File: config.mk
export PLATFORM = sky130hd
export DESIGN_NAME = seg7_scan_driver_flat
export DESIGN_NICKNAME = d
export VERILOG_FILES = /design/src/rtl/seg7_scan_driver_if.sv /design/src/rtl/seg7_scan_driver.sv /design/src/flat_wrapper.sv
export SDC_FILE = /design/constraint.sdc
export NUM_CORES = 1
export LEC_CHECK = 0
export ABC_AREA = 1
export BUFFER_PORTS_ARGS = -buffer_cell sky130_fd_sc_hd__buf_4
export CAP_MARGIN = 30
export CORE_MARGIN = 5
export CORE_UTILIZATION = 39
export CTS_CLUSTER_DIAMETER = 150
export CTS_CLUSTER_SIZE = 30
export DETAILED_ROUTE_END_ITERATION = 6
export SYNTH_ARGS = -nofsm -noshare
export SYNTH_HDL_FRONTEND = slang
export SYNTH_SLANG_ARGS = --single-unit
File: constraint.sdc
create_clock -name clk -period 2 [get_ports clk]
set_input_delay 0.2 -clock clk [delete_from_list [all_inputs] [get_ports clk]]
set_output_delay 0.2 -clock clk [all_outputs]
set_load 0.02 [all_outputs]
File: src/rtl/seg7_scan_driver_if.sv
// Bundle between a datapath and the seven-segment scan driver.
// The datapath side (master) supplies the digits and controls. The driver side (slave) returns the pin levels.
interface seg7_scan_driver_if #(
    parameter int DIGITS = 4
);
    logic                  load;
    logic [4*DIGITS-1:0]   value;
    logic [DIGITS-1:0]     dp_in;
    logic                  blank_lz;
    logic                  en;
    logic [6:0]            seg;
    logic                  dp;
    logic [DIGITS-1:0]     an;

    modport master (
        output load, value, dp_in, blank_lz, en,
        input  seg, dp, an
    );

    modport slave (
        input  load, value, dp_in, blank_lz, en,
        output seg, dp, an
    );
endinterface

File: src/rtl/seg7_scan_driver.sv
// Time-multiplexed hex seven-segment driver with shadow registers, leading-zero blanking and per-digit dp.
// Segments, dp and digit enables are active-low and come straight from registers, so they do not glitch.
module seg7_scan_driver #(
    parameter int DIGITS      = 4,
    parameter int REFRESH_DIV = 1000
) (
    input  logic              clk,
    input  logic              reset_n,
    seg7_scan_driver_if.slave bus
);
    localparam int PW = (REFRESH_DIV > 1) ? $clog2(REFRESH_DIV) : 1;
    localparam int IW = (DIGITS > 1) ? $clog2(DIGITS) : 1;
    localparam logic [PW-1:0] PRESC_LAST = PW'(REFRESH_DIV - 1);
    localparam logic [IW-1:0] IDX_LAST   = IW'(DIGITS - 1);

    if (DIGITS < 1 || DIGITS > 8) begin : g_bad_digits
        $error("seg7_scan_driver: DIGITS must be in 1..8");
    end
    if (REFRESH_DIV < 1) begin : g_bad_div
        $error("seg7_scan_driver: REFRESH_DIV must be at least 1");
    end

    logic [4*DIGITS-1:0] val_q;
    logic [DIGITS-1:0]   dp_q;
    logic [PW-1:0]       presc_q;
    logic [PW-1:0]       presc_d;
    logic [IW-1:0]       idx_q;
    logic [IW-1:0]       idx_d;
    logic                wrap;

    logic [DIGITS-1:0]   lz;
    logic                zero_above;
    logic [3:0]          nib;
    logic                dp_sel;
    logic                blank;
    logic [6:0]          seg_d;
    logic                dp_d;
    logic [DIGITS-1:0]   an_d;

    logic [6:0]          seg_p0;
    logic                dp_p0;
    logic [DIGITS-1:0]   an_p0;

    // Hex nibble to active-low {a,b,c,d,e,f,g}.
    function automatic logic [6:0] hex_to_seg(input logic [3:0] h);
        logic [6:0] s;
        case (h)
            4'h0:    s = 7'h01;
            4'h1:    s = 7'h4F;
            4'h2:    s = 7'h12;
            4'h3:    s = 7'h06;
            4'h4:    s = 7'h4C;
            4'h5:    s = 7'h24;
            4'h6:    s = 7'h20;
            4'h7:    s = 7'h0F;
            4'h8:    s = 7'h00;
            4'h9:    s = 7'h04;
            4'hA:    s = 7'h08;
            4'hB:    s = 7'h60;
            4'hC:    s = 7'h31;
            4'hD:    s = 7'h42;
            4'hE:    s = 7'h30;
            default: s = 7'h38;
        endcase
        return s;
    endfunction

    always_ff @(posedge clk or negedge reset_n) begin
        if (!reset_n) begin
            presc_q <= '0;
            idx_q   <= '0;
            val_q   <= '0;
            dp_q    <= '0;
        end else begin
            presc_q <= presc_d;
            idx_q   <= idx_d;
            if (bus.load) begin
                val_q <= bus.value;
                dp_q  <= bus.dp_in;
            end
        end
    end

    // The scan keeps running while the display is disabled, so re-enabling resumes mid-frame.
    always_comb begin
        wrap    = (presc_q == PRESC_LAST);
        presc_d = wrap ? '0 : presc_q + 1'b1;
        idx_d   = idx_q;
        if (wrap) begin
            idx_d = (idx_q == IDX_LAST) ? '0 : idx_q + 1'b1;
        end
    end

    always_comb begin
        lz         = '0;
        zero_above = 1'b1;
        nib        = 4'h0;
        dp_sel     = 1'b0;
        blank      = 1'b0;
        an_d       = '1;
        seg_d      = 7'h7F;
        dp_d       = 1'b1;

        // lz[k]: nibble k and every nibble above it are zero.
        for (int k = DIGITS - 1; k >= 0; k--) begin
            zero_above = zero_above & (val_q[4*k +: 4] == 4'h0);
            lz[k]      = zero_above;
        end

        for (int k = 0; k < DIGITS; k++) begin
            if (idx_q == IW'(k)) begin
                nib     = val_q[4*k +: 4];
                dp_sel  = dp_q[k];
                blank   = bus.blank_lz && (k != 0) && lz[k];
                an_d[k] = 1'b0;
            end
        end

        if (bus.en) begin
            seg_d = blank ? 7'h7F : hex_to_seg(nib);
            dp_d  = ~dp_sel;
        end else begin
            an_d  = '1;
        end
    end

    // Output register stage.
    always_ff @(posedge clk or negedge reset_n) begin
        if (!reset_n) begin
            seg_p0 <= 7'h7F;
            dp_p0  <= 1'b1;
            an_p0  <= '1;
        end else begin
            seg_p0 <= seg_d;
            dp_p0  <= dp_d;
            an_p0  <= an_d;
        end
    end

    assign bus.seg = seg_p0;
    assign bus.dp  = dp_p0;
    assign bus.an  = an_p0;
endmodule

File: src/flat_wrapper.sv
// flat-port wrapper written by rule: the top's interface ports become plain ports
module seg7_scan_driver_flat 
#(
    parameter int DIGITS      = 4,
    parameter int REFRESH_DIV = 1000
)
  (clk, reset_n, bus_load, bus_value, bus_dp_in, bus_blank_lz, bus_en, bus_seg, bus_dp, bus_an);
  seg7_scan_driver_if #(.DIGITS(DIGITS)) bus_i ();
  input  logic clk;
  input  logic reset_n;
  input wire logic [$bits(bus_i.load)-1:0] bus_load;
  input wire logic [$bits(bus_i.value)-1:0] bus_value;
  input wire logic [$bits(bus_i.dp_in)-1:0] bus_dp_in;
  input wire logic [$bits(bus_i.blank_lz)-1:0] bus_blank_lz;
  input wire logic [$bits(bus_i.en)-1:0] bus_en;
  output wire logic [$bits(bus_i.seg)-1:0] bus_seg;
  output wire logic [$bits(bus_i.dp)-1:0] bus_dp;
  output wire logic [$bits(bus_i.an)-1:0] bus_an;
  assign bus_i.load = bus_load;
  assign bus_i.value = bus_value;
  assign bus_i.dp_in = bus_dp_in;
  assign bus_i.blank_lz = bus_blank_lz;
  assign bus_i.en = bus_en;
  assign bus_seg = bus_i.seg;
  assign bus_dp = bus_i.dp;
  assign bus_an = bus_i.an;
  seg7_scan_driver #(.DIGITS(DIGITS), .REFRESH_DIV(REFRESH_DIV)) u_core (.clk(clk), .reset_n(reset_n), .bus(bus_i));
endmodule
==> impl_metrics.json <==
{
  "relSlewSlack": 0.633,
  "dr.pass1.iters": 4,
  "clk_path_buf_depth": 2,
  "cts_tree": "yes",
  "first_global_vias": 1769,
  "max_freq_mhz": 546,
  "grt_max_degree": 45,
  "diodes": 0,
  "cts_buffers": 5,
  "viasPerCell": 4.66,
  "synth_warnings": 0,
  "netlist_area_mm2": 0.00224,
  "crit_fanout": 5,
  "fp.dieH_um": 85.7,
  "setup_tns_ps": 0,
  "clock-sinks": 44,
  "worstSetupEndpointType": "flip-flop",
  "syn_nets": 290,
  "drive_gt1_frac": 0.304,
  "powerDensity_mw_per_mm2": 677,
  "cts-root-buf": "clkbuf_8",
  "antenna_found_initial": 0,
  "overflow": 0,
  "die_w_um": 85.7,
  "fp.dieArea_mm2": 0.00735,
  "mostFrequentLayoutCell": "nand2_1",
  "ys_seq_area_frac": 0.499,
  "nets": 334,
  "ys_ff_latch": 44,
  "worstPathArrival_ps": 2060,
  "clkSlewWorstSetupHoldPaths_ps": 80,
  "port_buffers": 36,
  "layout.cells.non_filler": 371,
  "drtIter0Drc": 60,
  "worstPathRequired_ps": 2230,
  "gp_congestion": 0.851,
  "peakVddDrop_uv": 397,
  "period_share": 0.916,
  "final_cell_mix": "nand2_1, buf_4, dfrtp_1, inv_1, nor2_1",
  "route.detailed.wl_per_inst_um": 12.0,
  "cp-start-kind": "flip-flop",
  "synth_cell_types": 28,
  "synth_area_per_cell_um2": 8.81,
  "start_util": 0.404,
  "period_needed_ps": 1830,
  "rows": 27,
  "postSynthCellCount": 254,
  "drc": 0,
  "p_leak_nw": 1.33,
  "hold_viol": 0,
  "maxCapViolCount": 0,
  "yosys.area.top_type_share": 0.358,
  "area_delta_synth_final_pct": 22.1,
  "grt_util_all_layers": 0.136,
  "worst_pin_slew_ps": 551,
  "hold_class": "in -> reg",
  "numPlacedInstances": 360,
  "crit_type": "reg -> reg",
  "slew_viol_final": 0,
  "grt_pass1_wl_um": 8010,
  "skew_ps": 4.98,
  "io_pins": 37,
  "setup_violations": 0,
  "htreeDepth": 2,
  "status": "complete, no violations",
  "num_vias": 1728,
  "antenna_left": 0,
  "synth_top_cell_by_area": "dfrtp_1",
  "synth.area.top_cells": "dfrtp_1, dfstp_2, nand2_1, ha_1, mux2_2",
  "fp.coreArea_mm2": 0.00554,
  "finish.instance_area_mm2": 0.00273,
  "wl_um": 4460,
  "placed_area_mm2": 0.00259,
  "dpl.hpwl_um": 3430,
  "clk_latency_ps": 300
}
==> routing by layer <==
metal / global-route usage / wire length, µm / up-vias
met4: 0.0460 / 59 / 0
li1: - / - / 897
met5: 0 / 0 / -
met3: 0.0365 / 216 / 8
met2: 0.201 / 1940 / 31
met1: 0.192 / 2240 / 792
==> worst max-delay path, stage by stage (launching register included) <==
cell and delay, ps:
dfrtp_2 420, inv_2 70, ha_2 190, buf_4 140, nand2_1 60, nand2_1 50
nand2_1 70, nand2_1 70, nand2_2 120, inv_1 80, ha_1 270, nand2_1 70
nand2_1 50, nand2_1 50, nand3_1 70
==> through the flow <==
step,hold WS [ps],utilization,power (mW),setup slack (ps)
global route,78.4,0.493,1.96,-6.05
CTS,74.7,0.486,1.87,6.62
detailed placement,226,0.468,1.30,12.1
finish,84.3,0.493,1.85,168
global placement,227,0.468,1.29,110
floorplan,-95.6,-,1.17,231
==> final cells by class <==
cell class	count	area [µm²]
clock inverter	2	10.0
timing repair buffer	42	318
fill	563	2810
inverter	29	109
clock buffer	6	82.6
tap	72	90.1
multi-input combinational	176	1010
sequential	44	1120
==> final timing paths <==
| path | slack (ps) | endpoint | from | cells past startpoint |
|---|---|---|---|---|
| hold reg to reg | 450 | u_core.bus.dp | u_core.dp_q[3] | 1 |
| setup reg to reg | 170 | u_core.bus.seg[3] | u_core.idx_q[0] | 14 |
| max in group asynchronous | 1180 | u_core.idx_q[0] | reset_n | 2 |
| hold / removal | 80 | u_core.bus.an[2] | bus_en | 2 |
| min in group asynchronous | 430 | u_core.val_q[8] | reset_n | 2 |
| setup / recovery | 170 | u_core.bus.seg[3] | u_core.idx_q[0] | 14 |
==> state kept, by name (all words and copies together) (netlist names) <==
signal and count:
u_core.dp_q 4, u_core.bus.dp 1, u_core.val_q 16, u_core.bus.an 4, u_core.presc_q 10, u_core.bus.seg 7, u_core.idx_q 2
==> logic make-up after synthesis <==
family | after synthesis | synth area share
compound gates | 33 | 0.0828
fa+ha+maj | 11 | 0.0615
xor+xnor | 4 | 0.0157
simple gates | 118 | 0.229
flops | 44 | 0.499
mux | 10 | 0.0503
buf+inv | 34 | 0.0615
==> cell usage after synthesis <==
cell / n
nand3_2: 1
buf_2: 2
o21ai_0: 12
nand4_1: 1
dfstp_2: 12
o211ai_1: 1
dfrtp_1: 32
mux2_2: 10
nand2_4: 2
nor2_1: 21
nor3_1: 6
nor2_2: 1
inv_2: 3
a21oi_1: 14
buf_6: 1
nand2_1: 64
a21oi_2: 1
a31oi_1: 2
nand3_1: 16
o21ai_1: 2
nand2_2: 4
nor4_1: 1
ha_1: 11
clkbuf_1: 2
inv_1: 26
nand3b_1: 1
xor2_1: 4
a21oi_4: 1
==> timing repair <==
action                     CTS  global route
hold endpoints to repair    32             0
setup endpoints to repair    0             7
buffers inserted             0             2
gates resized for setup      0             8
hold buffers                 1             0
==> power by group <==
| part | internal, mW | switching, mW |
|---|---|---|
| Combinational | 0.127 | 0.167 |
| Clock | 0.276 | 0.295 |
| Sequential | 0.959 | 0.0277 |
Note: power is estimated with default switching activity, not from simulation.
